## src/rtl/apb_completer_pkg.sv

```systemverilog
// Shared types and constants for the APB completer register block.
package apb_completer_pkg;

  localparam int unsigned DATA_W = 21;
  localparam int unsigned ADDR_W = 8;

  localparam int unsigned CTRL_PULSE_BIT = 0;
  localparam int unsigned CTRL_CLEAR_BIT = 1;

  typedef enum logic [1:0] {
    IDLE,
    SETUP,
    ACCESS
  } state_e;

endpackage

```

## src/rtl/apb_reg_array.sv

```systemverilog
// Register storage for the APB completer: synchronous write, clear-all, combinational read.
module apb_reg_array #(
  parameter int unsigned NUM_REGS = 16,
  parameter int unsigned DATA_W   = 21
) (
  input  logic                        PCLK,
  input  logic                        PRESETn,
  input  logic                        we,
  input  logic                        clear,
  input  logic [$clog2(NUM_REGS)-1:0] waddr,
  input  logic [DATA_W-1:0]           wdata,
  input  logic [$clog2(NUM_REGS)-1:0] raddr,
  output logic [DATA_W-1:0]           rdata
);

  logic [DATA_W-1:0] mem_q [NUM_REGS];

  always_ff @(posedge PCLK or negedge PRESETn) begin
    if (!PRESETn) begin
      for (int i = 0; i < NUM_REGS; i++) mem_q[i] <= '0;
    end else if (clear) begin
      for (int i = 0; i < NUM_REGS; i++) mem_q[i] <= '0;
    end else if (we) begin
      mem_q[waddr] <= wdata;
    end
  end

  assign rdata = mem_q[raddr];

endmodule

```

## src/rtl/apb_completer_regs.sv

```systemverilog
// APB completer with a wait-stated register file and a write-only control register
// that can clear the file and pulse INCPURESET back to the CPU.
module apb_completer_regs #(
  parameter int unsigned             DATA_W      = apb_completer_pkg::DATA_W,
  parameter int unsigned             ADDR_W      = apb_completer_pkg::ADDR_W,
  parameter int unsigned             NUM_REGS    = 16,
  parameter int unsigned             WAIT_STATES = 1,
  parameter logic [ADDR_W-1:0]       CTRL_ADDR   = ADDR_W'(8'hFF)
) (
  input  logic              PCLK,
  input  logic              PRESETn,
  input  logic              PSEL,
  input  logic              PENABLE,
  input  logic              PWRITE,
  input  logic [ADDR_W-1:0] PADDR,
  input  logic [DATA_W-1:0] PWDATA,
  output logic [DATA_W-1:0] PRDATA,
  output logic              PREADY,
  output logic              PSLVERR,
  output logic              INCPURESET
);

  import apb_completer_pkg::*;

  localparam int unsigned IdxW = $clog2(NUM_REGS);

  state_e            state_q;
  logic [3:0]        wcnt_q;
  logic [ADDR_W-1:0] addr_q;
  logic              write_q;
  logic [DATA_W-1:0] wdata_q;
  logic [DATA_W-1:0] prdata_q;
  logic              pready_q;
  logic              pslverr_q;
  logic              incpureset_q;

  logic              in_range;
  logic              is_ctrl;
  logic              start;
  logic              commit;
  logic              respond;
  logic [DATA_W-1:0] reg_rdata;

  assign in_range = 32'(addr_q) < NUM_REGS;
  assign is_ctrl  = addr_q == CTRL_ADDR;
  assign start    = PSEL && !PENABLE;
  assign commit   = (state_q == ACCESS) && pready_q;

  // PREADY is registered, so the response is loaded one cycle ahead of the PREADY cycle.
  assign respond = ((state_q == SETUP) && PSEL && PENABLE && (wcnt_q == 4'd0)) ||
                   ((state_q == ACCESS) && !pready_q && PSEL && (wcnt_q <= 4'd1));

  apb_reg_array #(
    .NUM_REGS (NUM_REGS),
    .DATA_W   (DATA_W)
  ) u_regs (
    .PCLK    (PCLK),
    .PRESETn (PRESETn),
    .we      (commit && write_q && in_range),
    .clear   (commit && write_q && is_ctrl && wdata_q[CTRL_CLEAR_BIT]),
    .waddr   (addr_q[IdxW-1:0]),
    .wdata   (wdata_q),
    .raddr   (addr_q[IdxW-1:0]),
    .rdata   (reg_rdata)
  );

  always_ff @(posedge PCLK or negedge PRESETn) begin
    if (!PRESETn) begin
      state_q      <= IDLE;
      wcnt_q       <= 4'd0;
      addr_q       <= '0;
      write_q      <= 1'b0;
      wdata_q      <= '0;
      prdata_q     <= '0;
      pready_q     <= 1'b0;
      pslverr_q    <= 1'b0;
      incpureset_q <= 1'b0;
    end else begin
      pready_q     <= 1'b0;
      pslverr_q    <= 1'b0;
      prdata_q     <= '0;
      incpureset_q <= 1'b0;
      case (state_q)
        IDLE: begin
          if (start) begin
            state_q <= SETUP;
            addr_q  <= PADDR;
            write_q <= PWRITE;
            wdata_q <= PWDATA;
            wcnt_q  <= 4'(WAIT_STATES);
          end
        end
        SETUP: begin
          state_q <= (PSEL && PENABLE) ? ACCESS : IDLE;
        end
        ACCESS: begin
          if (pready_q) begin
            incpureset_q <= write_q && is_ctrl && wdata_q[CTRL_PULSE_BIT];
            // Back-to-back: capture the next transfer on the same edge the old one commits.
            if (start) begin
              state_q <= SETUP;
              addr_q  <= PADDR;
              write_q <= PWRITE;
              wdata_q <= PWDATA;
              wcnt_q  <= 4'(WAIT_STATES);
            end else begin
              state_q <= IDLE;
            end
          end else if (!PSEL) begin
            state_q <= IDLE;
          end else if (wcnt_q != 4'd0) begin
            wcnt_q <= wcnt_q - 4'd1;
          end
        end
        default: state_q <= IDLE;
      endcase
      if (respond) begin
        pready_q  <= 1'b1;
        pslverr_q <= !(in_range || is_ctrl);
        prdata_q  <= (!write_q && in_range) ? reg_rdata : '0;
      end
    end
  end

  assign PRDATA     = prdata_q;
  assign PREADY     = pready_q;
  assign PSLVERR    = pslverr_q;
  assign INCPURESET = incpureset_q;

endmodule
```

## config.mk

```make
export PLATFORM = sky130hd
export DESIGN_NAME = apb_completer_regs
export DESIGN_NICKNAME = d
export VERILOG_FILES = /design/src/rtl/apb_completer_pkg.sv /design/src/rtl/apb_reg_array.sv /design/src/rtl/apb_completer_regs.sv
export SDC_FILE = /design/constraint.sdc
export NUM_CORES = 1
export LEC_CHECK = 0
export ABC_AREA = 1
export CAP_MARGIN = 25
export CORE_UTILIZATION = 55
export CTS_CLUSTER_DIAMETER = 150
export DETAILED_ROUTE_END_ITERATION = 8
export PLACE_DENSITY = 0.73
export SYNTH_ARGS = -nofsm -noshare
export SYNTH_HDL_FRONTEND = slang
export SYNTH_SLANG_ARGS = --single-unit
```

## constraint.sdc

```tcl
create_clock -name PCLK -period 2.27 [get_ports PCLK]
set_clock_uncertainty 0.05 [all_clocks]
set_input_delay 0.681 -clock PCLK [delete_from_list [all_inputs] [get_ports PCLK]]
set_output_delay 0.681 -clock PCLK [all_outputs]
set_load 0.05 [all_outputs]
```

==> results of run 1 <==
metrics by stage:
stage / util / power, uW / worst slack [ps] / cell area (sq um) / std cells
6_report: 0.627 / 15700 / 50.6 / 21000 / 2906
3_3_place_gp: 0.588 / 9260 / 75.9 / 19700 / 2828
2_1_floorplan: - / 8390 / 326 / 18700 / 2456
5_1_grt: 0.627 / 16200 / 13.6 / 21000 / 2905
3_5_place_dp: 0.588 / 9280 / 25.0 / 19700 / 2828
4_1_cts: 0.627 / 15800 / 34.5 / 21000 / 2905
cells by family after synthesis:
logic type | Yosys count | share of synthesized area
adder cells (fa/ha/maj) | 2 | 0.00134
AND/OR/NAND/NOR | 1522 | 0.334
flip-flops | 396 | 0.529
buffers and inverters | 230 | 0.0536
AO/OA/AOI/OAI | 306 | 0.0821
cells in the mapped netlist, drive strengths merged:
master and instances:
nor3 2, nand4 25, o21ai 304, nand2 1086, ha 2, nor2 63
a22oi 1, nand3 345, and3 1, inv 28, buf 104, o211ai 1
dfrtp 396, clkbuf 98
registers in the layout (all words and copies together), names as in the netlist:
register	count
state_q	2
PRDATA	21
wdata_q	21
PREADY	1
addr_q	8
wcnt_q	4
u_regs.mem_q	336
INCPURESET	1
PSLVERR	1
write_q	1
where the power goes:
group | switching [uW] | leakage, uW | internal [uW] | total (uW)
Clock | 2790 | 0.000646 | 3730 | 6520
Combinational | 1470 | 0.00471 | 373 | 1840
Sequential | 160 | 0.00548 | 7180 | 7340
cells in the final DEF (no fill, tap or decap), types with 17 or more instances in the layout:
| cell | instances |
|---|---|
| sky130_fd_sc_hd__clkbuf_16 | 42 |
| sky130_fd_sc_hd__inv_1 | 24 |
| sky130_fd_sc_hd__buf_4 | 56 |
| sky130_fd_sc_hd__nor2_1 | 61 |
| sky130_fd_sc_hd__o21ai_0 | 245 |
| sky130_fd_sc_hd__nand4_1 | 25 |
| sky130_fd_sc_hd__o21ai_1 | 59 |
| sky130_fd_sc_hd__clkdlybuf4s50_1 | 32 |
| sky130_fd_sc_hd__nand2_1 | 1081 |
| sky130_fd_sc_hd__buf_12 | 20 |
| sky130_fd_sc_hd__dfrtp_1 | 394 |
| sky130_fd_sc_hd__nand3_1 | 343 |
| sky130_fd_sc_hd__dlygate4sd2_1 | 17 |
metal layers:
metal	wire length (um)	part of all wire
met1	23200	0.43
met2	24300	0.45
met3	4260	0.080
met4	1770	0.033
met5	0	0
repair_timing:
item | 4_1_cts | 5_1_grt
resized for setup | 17 | 0
hold buffers | 1 | 0
endpoints found under the hold margin | 7 | 0
endpoints found under the setup margin | 17 | 0
cell type report:
type	count	area, sq um	area share
well taps	448	561	0.0267
repair buffers	127	1320	0.0626
multi-input cells	1830	7820	0.372
clock buffers	65	1230	0.0584
inverters	28	108	0.00512
clock inverters	11	73.8	0.00351
diodes	1	2.50	0.000119
flip-flops and latches	396	9920	0.472
worst min path at each step:
stage                           from          endpoint  slack (ps)  cells after the start
floorplan                    PRESETn        INCPURESET         340                      0
global placement    u_regs.mem_q[10]  u_regs.mem_q[10]         400                      2
detailed placement  u_regs.mem_q[14]  u_regs.mem_q[14]         410                      2
CTS                 u_regs.mem_q[18]  u_regs.mem_q[18]         420                      2
global route         u_regs.mem_q[9]   u_regs.mem_q[9]         450                      2
finish              u_regs.mem_q[10]  u_regs.mem_q[10]         420                      2
==> results by stage, run 1 <==
Finish:
- The number of nets in the final layout is 2461.
- Of the cells placed in the final design, the portion with a size suffix greater than 1 is 0.0627.
- After filler insertion, the fill cell instance count of the layout stands at 2969.
- The area growth from synthesis to layout is 12.3%.

Setup path:
- The path type of the worst setup path is flop to primary output.
- The maximum fanout along the worst path is 1.
- The reg-to-reg startpoint is addr_q[1].
- The data required time of the critical path is 1540 ps.
- The total number of cells along the worst setup path is 1.
- The cell type of the slowest stage on the worst timing path is sky130_fd_sc_hd__dlygate4sd2_1.
- Grouping stages by cell kind, the critical path spends the most delay in buffers and inverters.
- The critical path launch point type is a flop.
- The worst setup path is captured at a primary output.
- On the worst path, the slowest cell contributes a delay of 550 ps.
- The signal on the critical path passes through dlygate4sd2_1.
- The slack of the worst reg-to-reg path is 160 ps.
- The count of cells along the worst register-to-register path is 8.
- The endpoint of the worst-slack reg-to-reg timing path is u_regs.mem_q[54].
- Data arrives at the worst endpoint at 1490 ps.
- The start point of the critical path is PRDATA[20].
- The most critical setup path has its endpoint at PRDATA[20].
- The buffers plus inverters on the worst setup path is 1.

Clocking:
- The maximum buffer depth of the clock tree is 3.
- For the worst-skew pair, the clock arrives at the later sink with an insertion delay of 560 ps.
- The library cell used as clock root buffer is sky130_fd_sc_hd__clkbuf_16.
- The H-tree was split into 2 levels.
- CTS saw 396 sinks.
- The post-CTS setup-driven buffer insertion count is 0.
- Buffers inserted during clock tree synthesis total 42.
- TritonCTS built the clock tree.
- The clock slew at the register clock pins of the worst setup and hold paths is 60 ps.

Logic synthesis:
- The share of the Yosys chip area taken by registers is 0.529.
- The count of yosys warnings during synthesis is 0.
- After synthesis the cells add up to 18700 sq um.
- The gate count after technology mapping is 2456.
- Synthesis instantiated 23 different standard cells from the library.
- The biggest area contributor in the post-synthesis netlist is sky130_fd_sc_hd__dfrtp_1.
- In the post-synthesis netlist, the biggest area contributors are sky130_fd_sc_hd__dfrtp_1 (53%), sky130_fd_sc_hd__nand2_1 (22%), sky130_fd_sc_hd__nand3_1 (9.2%).
- Counting every net in the synthesized netlist gives 2492.
- The top cell type's share of synthesized area is 0.529.
- The post-synthesis average cell area is 7.62 sq um.
- Counting flops and latches in the post-synthesis netlist gives 396.

Timing:
- Setup repair after global routing left no endpoint under its margin.
- Across all hold checks on the routed design, the worst slack comes to 420 ps.
- The highest clock rate is 451 MHz.
- Of the available clock period, the critical path in the final layout requires 0.978.
- In this run the tightest slew margin relative to its limit is 0.572.
- After layout, the minimum clock period comes to 2220 ps.
- The count of endpoints failing setup in the final report is 0.
- At the pin with the least slew margin, the transition time is 642 ps.
- The final-report hold violation count is 0.
- For the final routed database, the setup TNS stands at 0 ps.
- The number of max-slew violations in the final report came to 0.

GRT:
- The total global routing track utilization is 0.313.
- For this run, global-route usage on met1 was measured as 0.453.
- The number of global-route vias before repair is 16011.
- The layer flagged by global routing as most heavily used is met2.
- For this run, global-route usage on met3 was measured as 0.0463.
- The maximum number of pins on one net before global-route repair is 108.
- The initial antenna violation count is 1.
- The met2 usage in global routing is 0.480.
- The total congestion overflow is 0.
- The first-pass GRT wire length is 87000 um.

Die:
- The floorplan has 67 rows.
- The initial core utilization is 0.558.
- During I/O placement, the number of pins put on the boundary was 58.
- The placeable core region is 33500 sq um.
- The floorplan step defined a die boundary enclosing 34800 sq um.
- In this run the vertical extent of the chip is 186 um.
- The width of the die is 186 um.

Run:
- Max-cap violations in this run came to 0.

Placement:
- Routability-driven placement finished with a final weighted congestion of 0.814.
- Summed over all nets, the half-perimeter wirelength after detailed placement is 29600 um.
- In this run the tool buffered the top-level ports with 57 buffer cells.

Detailed routing:
- The number of optimization iterations in the first detailed-route pass is 5.
- After detailed routing, the number of remaining DRC violations is 0.
- Once detail routing completed, the nets flagged for antenna violations numbered 0.
- The average vias per placed instance is 5.79.
- The via count is 16827.
- The total routed wirelength is 53600 um.
- The average routed wire per standard cell is 18.4 um.
- For this block, the initial DRC count from the detailed router was 2092.

Power and ir drop:
- VDD sags by at most 0.000484 V.
- For this design the ratio of total power to cell area is 747 nW/um^2.
- The leakage power total is 0.0108 uW.

Worst hold path:
- The type of the most critical hold path is flop to flop.

Outcome:
- The run finished with clean final reports.
Note: power is estimated with default switching activity, not from simulation.
==> inputs of run 2 (changes only) <==
--- a/config.mk
+++ b/config.mk
@@ -7,10 +7,9 @@
 export LEC_CHECK = 0
 export ABC_AREA = 1
 export CAP_MARGIN = 25
-export CORE_UTILIZATION = 55
+export CORE_UTILIZATION = 46
 export CTS_CLUSTER_DIAMETER = 150
 export DETAILED_ROUTE_END_ITERATION = 8
-export PLACE_DENSITY = 0.73
 export SYNTH_ARGS = -nofsm -noshare
 export SYNTH_HDL_FRONTEND = slang
 export SYNTH_SLANG_ARGS = --single-unit
==> run 2 against run 1 <==
Effect of this change: register-to-register slack worse by 20 ps; largest cell class unchanged; via count fell by 1.6%; power grew 6.5%; combinational power is 9% higher; critical path depth stayed put; die area is 19% higher; non-clock buffer count is 23 higher; hold slack is essentially flat; clock-buffer cell count shrank 3; design area up 2.7%.
==> results by stage, run 2 (synthesized netlist as in run 1, its figures left out) <==
Outcome:
- The run finished with clean final reports.

Setup path:
- The data required time of the critical path is 1540 ps (about the same).
- The critical path in this run is classified as flop to primary output.
- The reg-to-reg startpoint is state_q[0].
- The count of cells along the worst register-to-register path is 8 (unchanged).
- The buffers plus inverters on the worst setup path was 1 (unchanged).
- The slack of the worst reg-to-reg path is 140 ps (-20 ps).
- Walking the worst path, the cells encountered are dlygate4sd2_1.
- The cell type of the slowest stage on the worst timing path is sky130_fd_sc_hd__dlygate4sd2_1.
- The critical path launch point type is a flop.
- The worst register-to-register path ends at u_regs.mem_q[129].
- The longest individual stage delay on the worst path is 540 ps (about the same).
- The critical path capture point type is a primary output.
- The data arrival time of the critical path is 1490 ps (about the same).
- The dominant delay contributor by cell family on the critical path is buffers and inverters.
- The maximum fanout along the worst path came to 1 (unchanged).

Placement:
- The half-perimeter wire length after detailed placement is 31600 um (+7.0%).
- The number of port buffers is 57 (unchanged).
- The last weighted congestion value of the routability-driven placer was 0.819 (+0.71%).
- The post-placement worst setup slack came to -108 ps (-133 ps).

Clocking:
- The insertion delay of the later-clocked pin in the worst-skew pair is 570 ps (about the same).
- The root buffer cell chosen for the clock tree is sky130_fd_sc_hd__clkbuf_16.
- The number of buffers added by the clock tree synthesis step is 46 (+9.5%).
- The maximum buffer depth of the clock tree is 3 (unchanged).
- The H-tree depth reported by CTS is 2 (unchanged).
- The total clock sinks is 396 (unchanged).
- The clock slew at the register clock pins of the worst setup and hold paths is 60 ps (about the same).
- TritonCTS built the clock tree.

Detailed routing:
- The count of unresolved DRC violations after routing came to 0 (unchanged).
- The total routed wirelength is 56900 um (+6.2%).
- The count of routing violations after the opening detailed-route iteration is 1370 (-35%).
- The number of optimization iterations in the first detailed-route pass was 5 (unchanged).
- The residual antenna-violating net count after detailed routing is 0 (unchanged).
- The average vias per placed instance was 5.50 (-5.0%).
- The average routed wire per standard cell is 18.9 um (+2.5%).
- The via count is 16558 (-1.6%).

Run:
- The max capacitance violation total was 0 (unchanged).

Timing:
- The final-report hold violation count came to 0 (unchanged).
- The highest clock rate is 451 MHz (+0.12%).
- The headroom to the max-slew limit came to 0.567 (-0.00518).
- The pin slew with the least headroom to its limit came to 650 ps (+7.77 ps).
- The count of endpoints failing setup in the final report is 0 (unchanged).
- The total negative slack for setup checks is 0 ps (unchanged).
- Setup repair after global routing left no endpoint under its margin.
- The worst hold-check slack is 420 ps (+0.0720 ps).
- The final critical path time including I/O delays and setup came to 2220 ps (-2.75 ps).
- The final cycle utilization of the critical path is 0.976 (-0.00121).
- The number of max-slew violations in the final report is 0 (unchanged).
- The minimum setup slack in the final design is 53.4 ps (+2.75 ps).

Die:
- The initial core utilization is 0.469 (-0.0893).
- The width of the die is 204 um (+9.2%).
- The area of the die was 41500 sq um (+19%).
- The placeable core region is 39900 sq um (+19%).
- The number of placement rows is 73 (+9.0%).
- The height of the die came to 204 um (+9.2%).
- The top-level port count is 58 (unchanged).

GRT:
- The initial antenna violation count is 1 (unchanged).
- The total congestion overflow is 0 (unchanged).
- The maximum number of pins on one net before global-route repair is 100 (-7.4%).
- The first-pass GRT wire length is 90700 um (+4.3%).
- The total global routing track utilization came to 0.282 (-0.0308).
- The number of global-route vias before repair is 15980 (-0.19%).

Worst hold path:
- The min-delay analysis places its worst path in the category flop to flop.
- The worst hold path begins at u_regs.mem_q[9].
- The worst min-delay path endpoint is u_regs.mem_q[9].
- The hold-critical path depth is 2 (unchanged).

Finish:
- The register containing the most flip-flops in the final layout is u_regs.mem_q.
- The fraction of final layout cells sized beyond drive strength 1 is 0.0785 (+0.0158).
- The area growth from synthesis to layout is 15.3%.
- The number of nets in the final layout is 2488 (+1.1%).
- Leaving out fill and tap cells, the most frequent cell in the layout is sky130_fd_sc_hd__nand2_1.
- The flip-flop count of the largest register after layout came to 336 (unchanged).
- The number of antenna repair diodes is 0 (-1).
- Leaving out fill and tap cells, the most frequent cells in the layout are sky130_fd_sc_hd__nand2_1 (1081), sky130_fd_sc_hd__dfrtp_1 (394), sky130_fd_sc_hd__nand3_1 (343), sky130_fd_sc_hd__o21ai_0 (245), sky130_fd_sc_hd__buf_4 (76).

Power and ir drop:
- The overall power is 16700 uW (+6.5%).
- The peak supply drop is 0.000483 V (-0.17%).
- The power density over the cells came to 775 nW/um^2 (+3.7%).
- The leakage power total is 0.0111 uW (+2.3%).
-- run 2: worst max-delay path by stage --
stage                           from                 to  slack (ps)  cells past startpoint
after global routing      state_q[0]  u_regs.mem_q[173]           3                      7
after global placement          PSEL          PRDATA[3]         -60                      8
final                     PRDATA[10]         PRDATA[10]          50                      1
after CTS                 PRDATA[10]         PRDATA[10]          20                      1
after detailed placement        PSEL          PRDATA[0]        -110                      8
after floorplan               PREADY   u_regs.mem_q[21]         330                      8
-- run 2: timing repair --
item,CTS,global route
buffers inserted,0,0
hold buffers,1,0
endpoints found under the hold margin,22,0
endpoints found under the setup margin,12,0
resized for setup,12,0
-- run 2: layout make-up --
cell class / count / area [sq um]
Fill cell: 3787 / 18300
Sequential cell: 396 / 9920
Multi-Input combinational cell: 1830 / 7820
Timing Repair Buffer: 150 / 1580
Clock buffer: 62 / 1320
Tap cell: 525 / 657
Clock inverter: 19 / 179
Inverter: 28 / 108
-- run 2: power breakdown --
group	total, uW	switching (uW)	internal, uW
Sequential	7350	161	7180
Combinational	2010	1540	465
Clock	7370	2970	4410
-- run 2: routing by layer --
layer,up-vias,global-route usage,part of all wire
li1,7937,-,-
met1,7959,0.401,0.45
met2,568,0.442,0.46
met3,92,0.0398,0.067
met4,2,0.0918,0.025
met5,-,0,0.00019
-- run 2: through the flow --
step / instances / cell area [sq um] / utilization
floorplan: 2456 / 18700 / -
global placement: 2928 / 20100 / 0.503
detailed placement: 2928 / 20100 / 0.503
CTS: 3010 / 21600 / 0.541
global route: 3010 / 21600 / 0.541
finish: 3010 / 21600 / 0.541
